## config.mk

```make
export PLATFORM = sky130hd
export DESIGN_NAME = ripple_carry_adder
export DESIGN_NICKNAME = d
export VERILOG_FILES = /design/src/rtl/ripple_carry_adder.sv
export SDC_FILE = /design/constraint.sdc
export NUM_CORES = 1
export LEC_CHECK = 0
export ABC_AREA = 1
export BUFFER_PORTS_ARGS = -buffer_cell sky130_fd_sc_hd__buf_2
export CORE_AREA = 2 2 39 41
export CTS_BUF_LIST = sky130_fd_sc_hd__clkbuf_16
export DETAILED_ROUTE_END_ITERATION = 7
export DIE_AREA = 0 0 41 43
export GPL_TIMING_DRIVEN = 0
export HOLD_SLACK_MARGIN = 0.12
export PLACE_DENSITY_LB_ADDON = 0.1
export SLEW_MARGIN = 5
export SYNTH_ARGS = -nofsm -noshare
export SYNTH_HDL_FRONTEND = slang
export SYNTH_SLANG_ARGS = --single-unit
```

## constraint.sdc

```tcl
create_clock -name clk -period 2.55 [get_ports clk]
set_clock_uncertainty 0.1 [all_clocks]
set_input_delay 0.255 -clock clk [delete_from_list [all_inputs] [get_ports clk]]
set_output_delay 0.255 -clock clk [all_outputs]
set_load 0.03 [all_outputs]
```

## src/rtl/ripple_carry_adder.sv

```systemverilog
// Registered ripple-carry adder: a chain of one-bit full adders feeding a single
// output register stage with carry-out, signed overflow and zero flags.

module ripple_carry_adder_fa (
    input  logic a,
    input  logic b,
    input  logic ci,
    output logic s,
    output logic co
);
    logic p;

    assign p  = a ^ b;
    assign s  = p ^ ci;
    assign co = (a & b) | (ci & p);
endmodule

module ripple_carry_adder #(
    parameter int WIDTH = 4
) (
    input  logic             clk,
    input  logic             rst,
    input  logic             in_valid,
    input  logic [WIDTH-1:0] a,
    input  logic [WIDTH-1:0] b,
    input  logic             cin,
    output logic [WIDTH-1:0] sum,
    output logic             cout,
    output logic             ovf,
    output logic             zero,
    output logic             out_valid
);
    localparam int STAGES = 1;

    logic [WIDTH:0]   carry;
    logic [WIDTH-1:0] sum_comb;
    logic [STAGES:0]  vld_pipe;

    assign carry[0] = cin;

    for (genvar i = 0; i < WIDTH; i++) begin : g_bit
        ripple_carry_adder_fa u_fa (
            .a  (a[i]),
            .b  (b[i]),
            .ci (carry[i]),
            .s  (sum_comb[i]),
            .co (carry[i+1])
        );
    end

    assign vld_pipe[0] = in_valid;

    // Result registers only load on a valid sample; they hold otherwise.
    always_ff @(posedge clk) begin
        if (rst) begin
            sum         <= '0;
            cout        <= 1'b0;
            ovf         <= 1'b0;
            zero        <= 1'b1;
            vld_pipe[1] <= 1'b0;
        end else begin
            vld_pipe[1] <= vld_pipe[0];
            if (vld_pipe[0]) begin
                sum  <= sum_comb;
                cout <= carry[WIDTH];
                ovf  <= carry[WIDTH] ^ carry[WIDTH-1];
                zero <= ~|sum_comb;
            end
        end
    end

    assign out_valid = vld_pipe[STAGES];
endmodule

```

==> qor.yml, run 1 <==
rsz0062_at_grt: "false"
area_growth_pct: 44.7
async_reset_ff_share_pct: 0
synth_most_common_cell: "nor2_1"
required_ns: 2.62
fmax_mhz: 439
antenna_found_initial: 0
hold_path.class: "input port to register"
die_area_mm2: 0.00176
dp.cells: 79
fp.dieW_um: 41
multi_input_area_um2: 219
period_share_pct: 89.4
relSlewSlack_pct: 87.5
portBuffers: 18
finalInstanceArea_um2: 599
fin_crit_ns: 2.28
place_worst_setup_slack_ns: 0.0231
yosys-top-cells-area: "dfxtp_1 (39%), fa_1 (19%), nor2_1 (12%)"
insertion_delay_ns: 0.23
crit_type: "input port to register"
grt_overflow: 0
final-setup-viol-count: 0
initialDrtViolationCount: 1
p_leak_nw: 0.307
routabilityCongestion: 0.726
synthFlopType: "dfxtp_1"
grt_pass1_vias: 325
vdd_drop_max_mv: 0.270
worst_pin_slew_ns: 0.188
num_io_pins: 20
synth_simple_gate_area_share_pct: 27.5
netlist_area_um2: 414
synth_edf_count: 0
yosysUniqueCellTypes: 12
coreArea_mm2: 0.00138
nFillCells: 144
synth_top_area_share_pct: 38.7
start_util_pct: 29.9
clkTransAtPathRegs_ns: 0.04
drive_gt1_share_pct: 39.4
antennaDiodeCount: 0
seqCellArea_um2: 160
root_buffer: "clkbuf_16"
synth_cells: 45
swShare_pct: 25.2
p_seq_share_pct: 28.0
ys_seq_area_share_pct: 38.7
fin_util_pct: 43.3
cp.arrival_ns: 2.35
muxShareOfSynthArea_pct: 0
wl_um: 745
postSynthAreaPerCell_um2: 9.20
cts_buffer_depth: 2
cp-start-kind: "input port"
cap_violations: 0
hold_buffers: 0
cts_setup_buffers: 0
power_switching_mw: 0.127
path_max_fanout: 3
synth_top_family_by_area: "simple AND/OR/NAND/NOR gates"
setup-tns-final_ns: 0
synth-compound-area-share_pct: 6.04
pwr-share-clk_pct: 52.8
slew_violations: 0
hold_viol_final: 0
synth.yosys.warnings: 0
dpl.hpwl_um: 608
rows: 14
final_nets: 84
outcome: "completed"
drtPass1Iterations: 4
yosys-top-cells-count: "nor2_1 (13), dfxtp_1 (8), nand2_1 (6)"
gr-usage-all-layers_pct: 11.4
drtAntennaViolNets: 0
fin_cells: 82
worst_slack_ns: 0.270
internal_power_mw: 0.376
grt_max_degree: 11
combPwrFrac_pct: 19.1
grt_pass1_wl_mm: 1.29
synth-adder-area-share_pct: 19.3
cts_sinks: 8
viasPerCell: 4.34
ys_ff_latch: 8
power_density_mw_per_mm2: 840
cts_buffers: 3
synth_top_cell_by_area: "dfxtp_1"
cts_resized: 0
worstSetupEndpointType: "register"
tritoncts: "done"
wire_per_inst_um: 9.09
syn-num-nets: 61
htreeDepth: 1
dpl-instance-area_um2: 524
die_y_um: 43
synth-xor-area-share_pct: 0
drc_errors: 0
num_vias: 356
-- metrics by stage --
step	total power [mW]	hold slack, ns
2_1_floorplan	0.213	0.225
3_3_place_gp	0.241	0.355
3_5_place_dp	0.241	0.361
4_1_cts	0.510	0.138
5_1_grt	0.528	0.157
6_report	0.504	0.135
-- layer usage --
layer | share of wire [%] | wire length (µm) | GRT usage [%]
met5 | 0 | 0 | 0
met4 | 5.4 | 40 | 12.0
met3 | 9.7 | 72 | 4.71
met2 | 38 | 282 | 14.1
met1 | 47 | 349 | 13.4
-- cells by family after synthesis --
group           count (synthesis)
compound gates                  5
fa+ha+maj                       4
flops                           8
simple gates                   22
buf+inv                         6
-- flip-flops by register name, summed over array words and instances (netlist names) --
| name | flops |
|---|---|
| cout | 1 |
| out_valid | 1 |
| ovf | 1 |
| sum | 4 |
| zero | 1 |
-- path summary, 6_finish.rpt --
kind / start / endpoint / slack [ns] / cells after the start
setup / recovery: a[0] / sum[3] / 0.27 / 9
hold / removal: rst / cout / 0.14 / 2
setup reg to reg: ovf / ovf / 1.82 / 2
hold reg to reg: zero / zero / 0.36 / 2
-- worst max-delay path, stage by stage --
cell     delay [ns]
buf_2          0.11
fa_1           0.42
fa_1           0.39
fa_1           0.42
inv_1          0.09
fa_1           0.44
nand2_1        0.10
nand2_1        0.05
nor2_1         0.08
-- power groups by stage --
stage / logic, mW / registers, mW / clock network (mW)
finish: 0.0964 / 0.141 / 0.266
global route: 0.106 / 0.143 / 0.278
CTS: 0.0981 / 0.141 / 0.270
detailed placement: 0.0977 / 0.143 / 0
global placement: 0.0984 / 0.143 / 0
floorplan: 0.0475 / 0.165 / 0
-- cell type report --
type	count	share of cell area, %
sequential	8	26.7
clock buffer	3	12.5
multi-input combinational	31	36.5
buffer	1	1.88
inverter	5	3.97
tap	16	3.34
timing repair buffer	18	15.0
-- placed cells by master, fill, tap and decap left out, drive strengths merged --
cell type  count
buf           19
nor2          14
dfxtp          8
nand2          6
inv            5
o21ai          4
fa             4
clkbuf         3
nor3b          1
nand3          1
a21oi          1
Note: power is estimated with default switching activity, not from simulation.
==> run 2: changes to the inputs <==
- CTS_CLUSTER_DIAMETER: not set -> 50
- RECOVER_POWER: not set -> 25
==> run 2 against run 1 <==
Effect of this change:
- count of clock-buffer cells in the layout stayed put
- worst hold slack better by 0.0040 ns
- highest routed layer unchanged
- clock power barely moved
==> qor.yml, run 2 (same netlist as run 1, synthesis figures left out) <==
multi_input_area_um2: 219  # unchanged
viasPerCell: 4.37  # +0.56%
rows: 14  # unchanged
grt_pass1_vias: 325  # unchanged
drtAntennaViolNets: 0  # unchanged
area_growth_pct: 42.9
wl_um: 749  # +0.54%
fmax_mhz: 442  # +0.72%
htreeDepth: 1  # unchanged
start_util_pct: 29.9  # unchanged
relSlewSlack_pct: 75.6  # -12 points
wire_per_inst_um: 9.13  # +0.54%
final_nets: 84  # unchanged
wl_met3_um: 71  # -1.4%
hold_viol_final: 0  # unchanged
worst_pin_slew_ns: 0.367  # +0.179 ns
final-setup-viol-count: 0  # unchanged
worst_slack_ns: 0.287  # +0.0164 ns
cp_slowest_cell: "fa_1"
cts_buffer_depth: 2  # unchanged
portBuffers: 18  # unchanged
final_common_cell: "buf_2"
required_ns: 2.62  # about the same
fin_hold_ws_ns: 0.139  # +0.00399 ns
largest-register: "sum"
wl_met1_um: 362  # +3.7%
gr-usage-all-layers_pct: 11.4  # unchanged
nFillCells: 148  # +2.8%
fin_crit_ns: 2.26  # -0.0164 ns
cts_buffers: 3  # unchanged
cpPeakStageDelay_ns: 0.44  # about the same
place_worst_setup_slack_ns: 0.0231  # unchanged
dpl.hpwl_um: 608  # unchanged
p_leak_nw: 0.292  # -4.7%
drc_errors: 0  # unchanged
cts_resized: 0  # unchanged
mostFrequentLayoutCells: "buf_2 (15), nor2_1 (13), dfxtp_1 (8)"
num_io_pins: 20  # unchanged
period_share_pct: 88.8  # -0.64 points
die_y_um: 43  # unchanged
rsz0062_at_grt: "false"
crit_type: "input port to register"
seqCellArea_um2: 160  # unchanged
crit_path_frequent_cell: "fa_1"
insertion_delay_ns: 0.23  # about the same
clkTransAtPathRegs_ns: 0.04  # about the same
fp.dieW_um: 41  # unchanged
reg2reg_from: "ovf"
drive_gt1_share_pct: 34.8  # -4.5 points
crit_chain: "clkbuf_1 -> fa_1 -> fa_1 -> fa_1 -> inv_1 -> fa_1 -> nand2_1 -> nand2_1 -> nor2_1"
power_density_mw_per_mm2: 846  # +0.66%
outcome: "completed"
grt_overflow: 0  # unchanged
grt_pass1_wl_mm: 1.29  # unchanged
tritoncts: "done"
cap_violations: 0  # unchanged
worstSetupEndpointType: "register"
drtPass1Iterations: 2  # -2
slew_violations: 0  # unchanged
hold_buffers: 0  # unchanged
cts_setup_buffers: 0  # unchanged
grt_max_degree: 11  # unchanged
vdd_drop_max_mv: 0.268  # -0.45%
die_area_mm2: 0.00176  # unchanged
cp.arrival_ns: 2.33  # -0.02 ns
setup-tns-final_ns: 0  # unchanged
routabilityCongestion: 0.726  # unchanged
coreArea_mm2: 0.00138  # unchanged
path_max_fanout: 3  # unchanged
wl_met2_um: 278  # -1.4%
cts_sinks: 8  # unchanged
antennaDiodeCount: 0  # unchanged
crit_start: "a[0]"
antenna_found_initial: 0  # unchanged
top_layer: "met4"
largest_reg_flops: 4  # unchanged
cp-start-kind: "input port"
num_vias: 358  # +0.56%
root_buffer: "clkbuf_16"
hold_start: "rst"
fin_util_pct: 42.8  # -0.54 points
hold_path.class: "input port to register"
initialDrtViolationCount: 1  # unchanged
-- run 2: changes by cell type in the layout (fill, tap and decap cells not counted) --
cell | before | now
buf_2 | 18 | 15
clkbuf_1 | 0 | 3
clkinvlp_2 | 0 | 1
inv_6 | 1 | 0
-- run 2: power breakdown --
| part | total (mW) | leakage [nW] | switching (mW) | internal [mW] |
|---|---|---|---|---|
| registers | 0.141 | 0.0666 | 0.00447 | 0.137 |
| logic | 0.0947 | 0.189 | 0.0587 | 0.0360 |
| clock network | 0.265 | 0.0370 | 0.0623 | 0.202 |
| total | 0.501 | 0.292 | 0.125 | 0.375 |
-- run 2: path summary, 6_finish.rpt --
check / end / slack (ns) / depth (start not counted)
worst max register to register: ovf / 1.82 / 2
worst max-delay path: sum[3] / 0.29 / 9
worst min register to register: zero / 0.37 / 2
worst min-delay path: cout / 0.14 / 2
-- run 2: worst max-delay path, delay by kind of cell --
kind	cells	cell delay (ns)
buffers and inverters	2	0.18
adders and majority gates	4	1.68
and+or+nand+nor	3	0.23
-- run 2: through the flow --
stage / cells / area (µm²) / power, mW
after detailed placement: 79 / 524 / 0.241
after floorplan: 45 / 414 / 0.213
after CTS: 82 / 599 / 0.510
final: 82 / 592 / 0.501
after global routing: 82 / 592 / 0.526
after global placement: 79 / 524 / 0.241
-- run 2: per-layer routing --
| layer | global-route usage (%) | vias up |
|---|---|---|
| met5 | 0 | - |
| met4 | 12.0 | 0 |
| met3 | 4.71 | 5 |
| met2 | 14.1 | 20 |
| met1 | 13.4 | 152 |
| li1 | - | 181 |
-- run 2: cell type report --
type	count	area share [%]
inverter	5	3.38
sequential	8	27.1
buffer	1	1.90
clock buffer	3	12.7
tap	16	3.38
multi-input combinational	31	37.0
timing repair buffer	18	14.6
==> run 3: changes to the inputs <==
- ABC_AREA: 1 -> not set
- SETUP_SLACK_MARGIN: not set -> 0.4
- SYNTH_HIERARCHICAL: not set -> 1
==> run 3 against run 2 <==
Effect of this change:
- combinational power decreased by 2.3%
- sequential cell count did not move
- first-iteration DRC count decreased by 100%
- cell area fell by 4.0%
- power shrank 1.8%
- clock power fell by 3%
- synthesized area decreased by 9.7%
- worst setup slack better by 0.0071 ns
- sequential share of layout area rose by 1.1 points
- fmax is 0.32% higher
- non-clock buffer count rose by 1
- largest cell class unchanged
- largest power group unchanged
- highest routed layer unchanged
==> qor.yml, run 3 <==
synthFlopType: "dfxtp_1"
postSynthAreaPerCell_um2: 12.1  # +31%
hold_depth: 2  # unchanged
insertion_delay_ns: 0.23  # about the same
vdd_drop_max_mv: 0.291  # +8.5%
min_to: "ovf"
period_share_pct: 88.5  # -0.28 points
ys_seq_area_share_pct: 42.8  # +4.1 points
crit_type: "input port to register"
mostFrequentLayoutCells: "buf_2 (14), dfxtp_1 (8), nor2_1 (6)"
grt_pass1_wl_mm: 1.06  # -18%
rows: 14  # unchanged
hold_start: "in_valid"
num_vias: 295  # -18%
area_growth_pct: 51.8
clkTransAtPathRegs_ns: 0.03  # about the same
num_io_pins: 20  # unchanged
start_util_pct: 27.0  # -2.9 points
p_leak_nw: 0.261  # -11%
worstSetupEndpointType: "register"
wire_per_inst_um: 10.5  # +14%
place_worst_setup_slack_ns: -0.0586  # -0.0817 ns
drtAntennaViolNets: 0  # unchanged
synth_edf_count: 0  # unchanged
final-setup-viol-count: 0  # unchanged
netlist_area_um2: 374  # -9.7%
cpPeakStageDelay_ns: 0.55  # +0.11 ns
drtPass1Iterations: 1  # -1
viasPerCell: 4.34  # -0.63%
relSlewSlack_pct: 75.6  # about the same
cp.arrival_ns: 2.27  # -0.06 ns
crit_buf_inv: 1  # -1
worst_pin_slew_ns: 0.368  # +0.00101 ns
rrSetupSlack_ns: 1.66  # -0.16 ns
required_ns: 2.56  # -0.06 ns
grt_max_degree: 11  # unchanged
synth_most_common_cell: "dfxtp_1"
htreeDepth: 1  # unchanged
synth_top_cell_by_area: "dfxtp_1"
yosysUniqueCellTypes: 12  # unchanged
cp-start-kind: "input port"
fmax_mhz: 443  # +0.32%
seqCellArea_um2: 160  # unchanged
root_buffer: "clkbuf_16"
final_common_cell: "buf_2"
syn-num-nets: 47  # -23%
die_area_mm2: 0.00176  # unchanged
grt_overflow: 0  # unchanged
cts_sinks: 8  # unchanged
wl_um: 711  # -5.1%
nFillCells: 142  # -4.1%
outcome: "completed"
crit_chain: "clkbuf_1 -> fa_2 -> fa_2 -> fa_2 -> fa_2 -> nor4_1 -> a211o_1"
synth_cells: 31  # -31%
fin_crit_ns: 2.26  # -0.00712 ns
hold_path.class: "input port to register"
portBuffers: 17  # -1
yosys-top-cells-area: "dfxtp_1 (43%), fa_1 (21%), mux2i_1 (13%)"
p_total_mw: 0.492  # -1.8%
routabilityCongestion: 0.602  # -17%
yosys-top-cells-count: "dfxtp_1 (8), nor2_1 (6), mux2i_1 (5), fa_1 (4)"
reg2reg_depth: 2  # unchanged
cp_slowest_cell: "fa_2"
drive_gt1_share_pct: 46.2  # +11 points
rsz0062_at_grt: "true"
gr-usage-all-layers_pct: 9.51  # -1.9 points
fp.dieW_um: 41  # unchanged
power_density_mw_per_mm2: 866  # +2.4%
grt_pass1_vias: 271  # -17%
die_y_um: 43  # unchanged
reg2reg_from: "zero"
synth.yosys.warnings: 6  # +6
hold_buffers: 0  # unchanged
synth_top_area_share_pct: 42.8  # +4.1 points
dpl.hpwl_um: 596  # -2.0%
worst_slack_ns: 0.294  # +0.00712 ns
ys_ff_latch: 8  # unchanged
coreArea_mm2: 0.00138  # unchanged
critPathTopFamily: "adder cells"
initialDrtViolationCount: 0  # -1
tritoncts: "done"
multi_input_area_um2: 209  # -4.6%
hold_viol_final: 0  # unchanged
async_reset_ff_share_pct: 0  # unchanged
final_nets: 70  # -17%
drc_errors: 0  # unchanged
antennaDiodeCount: 0  # unchanged
antenna_found_initial: 0  # unchanged
cap_violations: 0  # unchanged
reg2reg_to: "zero"
cts_buffer_depth: 2  # unchanged
slew_violations: 0  # unchanged
path_max_fanout: 2  # -1
largest_reg_flops: 4  # unchanged
crit_path_frequent_cell: "fa_2"
largest-register: "sum"
cts_buffers: 3  # unchanged
-- run 3: metal layers --
metal / global-route usage, % / vias up / routed length (µm)
li1: - / 145 / -
met1: 12.2 / 133 / 296
met2: 12.2 / 15 / 331
met3: 4.71 / 2 / 69
met4: 6.00 / 0 / 13
met5: 0 / - / 0
-- run 3: worst max path at each step --
stage | from | endpoint | cells after the start
floorplan | cin | zero | 6
global placement | cin | zero | 7
detailed placement | cin | zero | 7
CTS | cin | zero | 7
global route | cin | zero | 7
finish | cin | zero | 7
-- run 3: layout make-up --
class                   instances  share of cell area [%]
multi-input cells              21                    36.8
flip-flops and latches          8                    28.2
repair buffers                 18                    15.6
clock buffers                   3                    13.2
well taps                      16                    3.52
plain buffers                   2                    2.64
-- run 3: power by group --
group	internal [mW]	switching [mW]	total, mW	leakage, nW
clock	0.202	0.0551	0.257	0.0370
combinational	0.0391	0.0535	0.0925	0.158
sequential	0.138	0.00494	0.143	0.0664
total	0.378	0.114	0.492	0.261
-- run 3: cells by family after synthesis --
family / share of synthesized area, %
and+or+nand+nor: 11.7
DFF: 42.8
muxes: 13.4
adders and majority gates: 21.4
AOI/OAI and AO/OA: 4.35
buffers and inverters: 4.01
xor gates and xnor gates: 2.34
-- run 3: what timing repair did --
item                                    CTS  global route
buffers inserted                          1             0
endpoints found under the setup margin    4             4
gates resized for setup                   0             2
pin swaps                                 3             2
-- run 3: metrics by stage --
stage          hold slack [ns]  cell area, µm²  util (%)  setup TNS (ns)  std cells
2_1_floorplan            0.394             382         -               0         31
3_3_place_gp             0.370             487      35.2         -0.0445         64
5_1_grt                  0.213             568      41.0               0         68
6_report                 0.187             568      41.0               0         68
4_1_cts                  0.184             569      41.1               0         68
3_5_place_dp             0.380             487      35.2         -0.0586         64
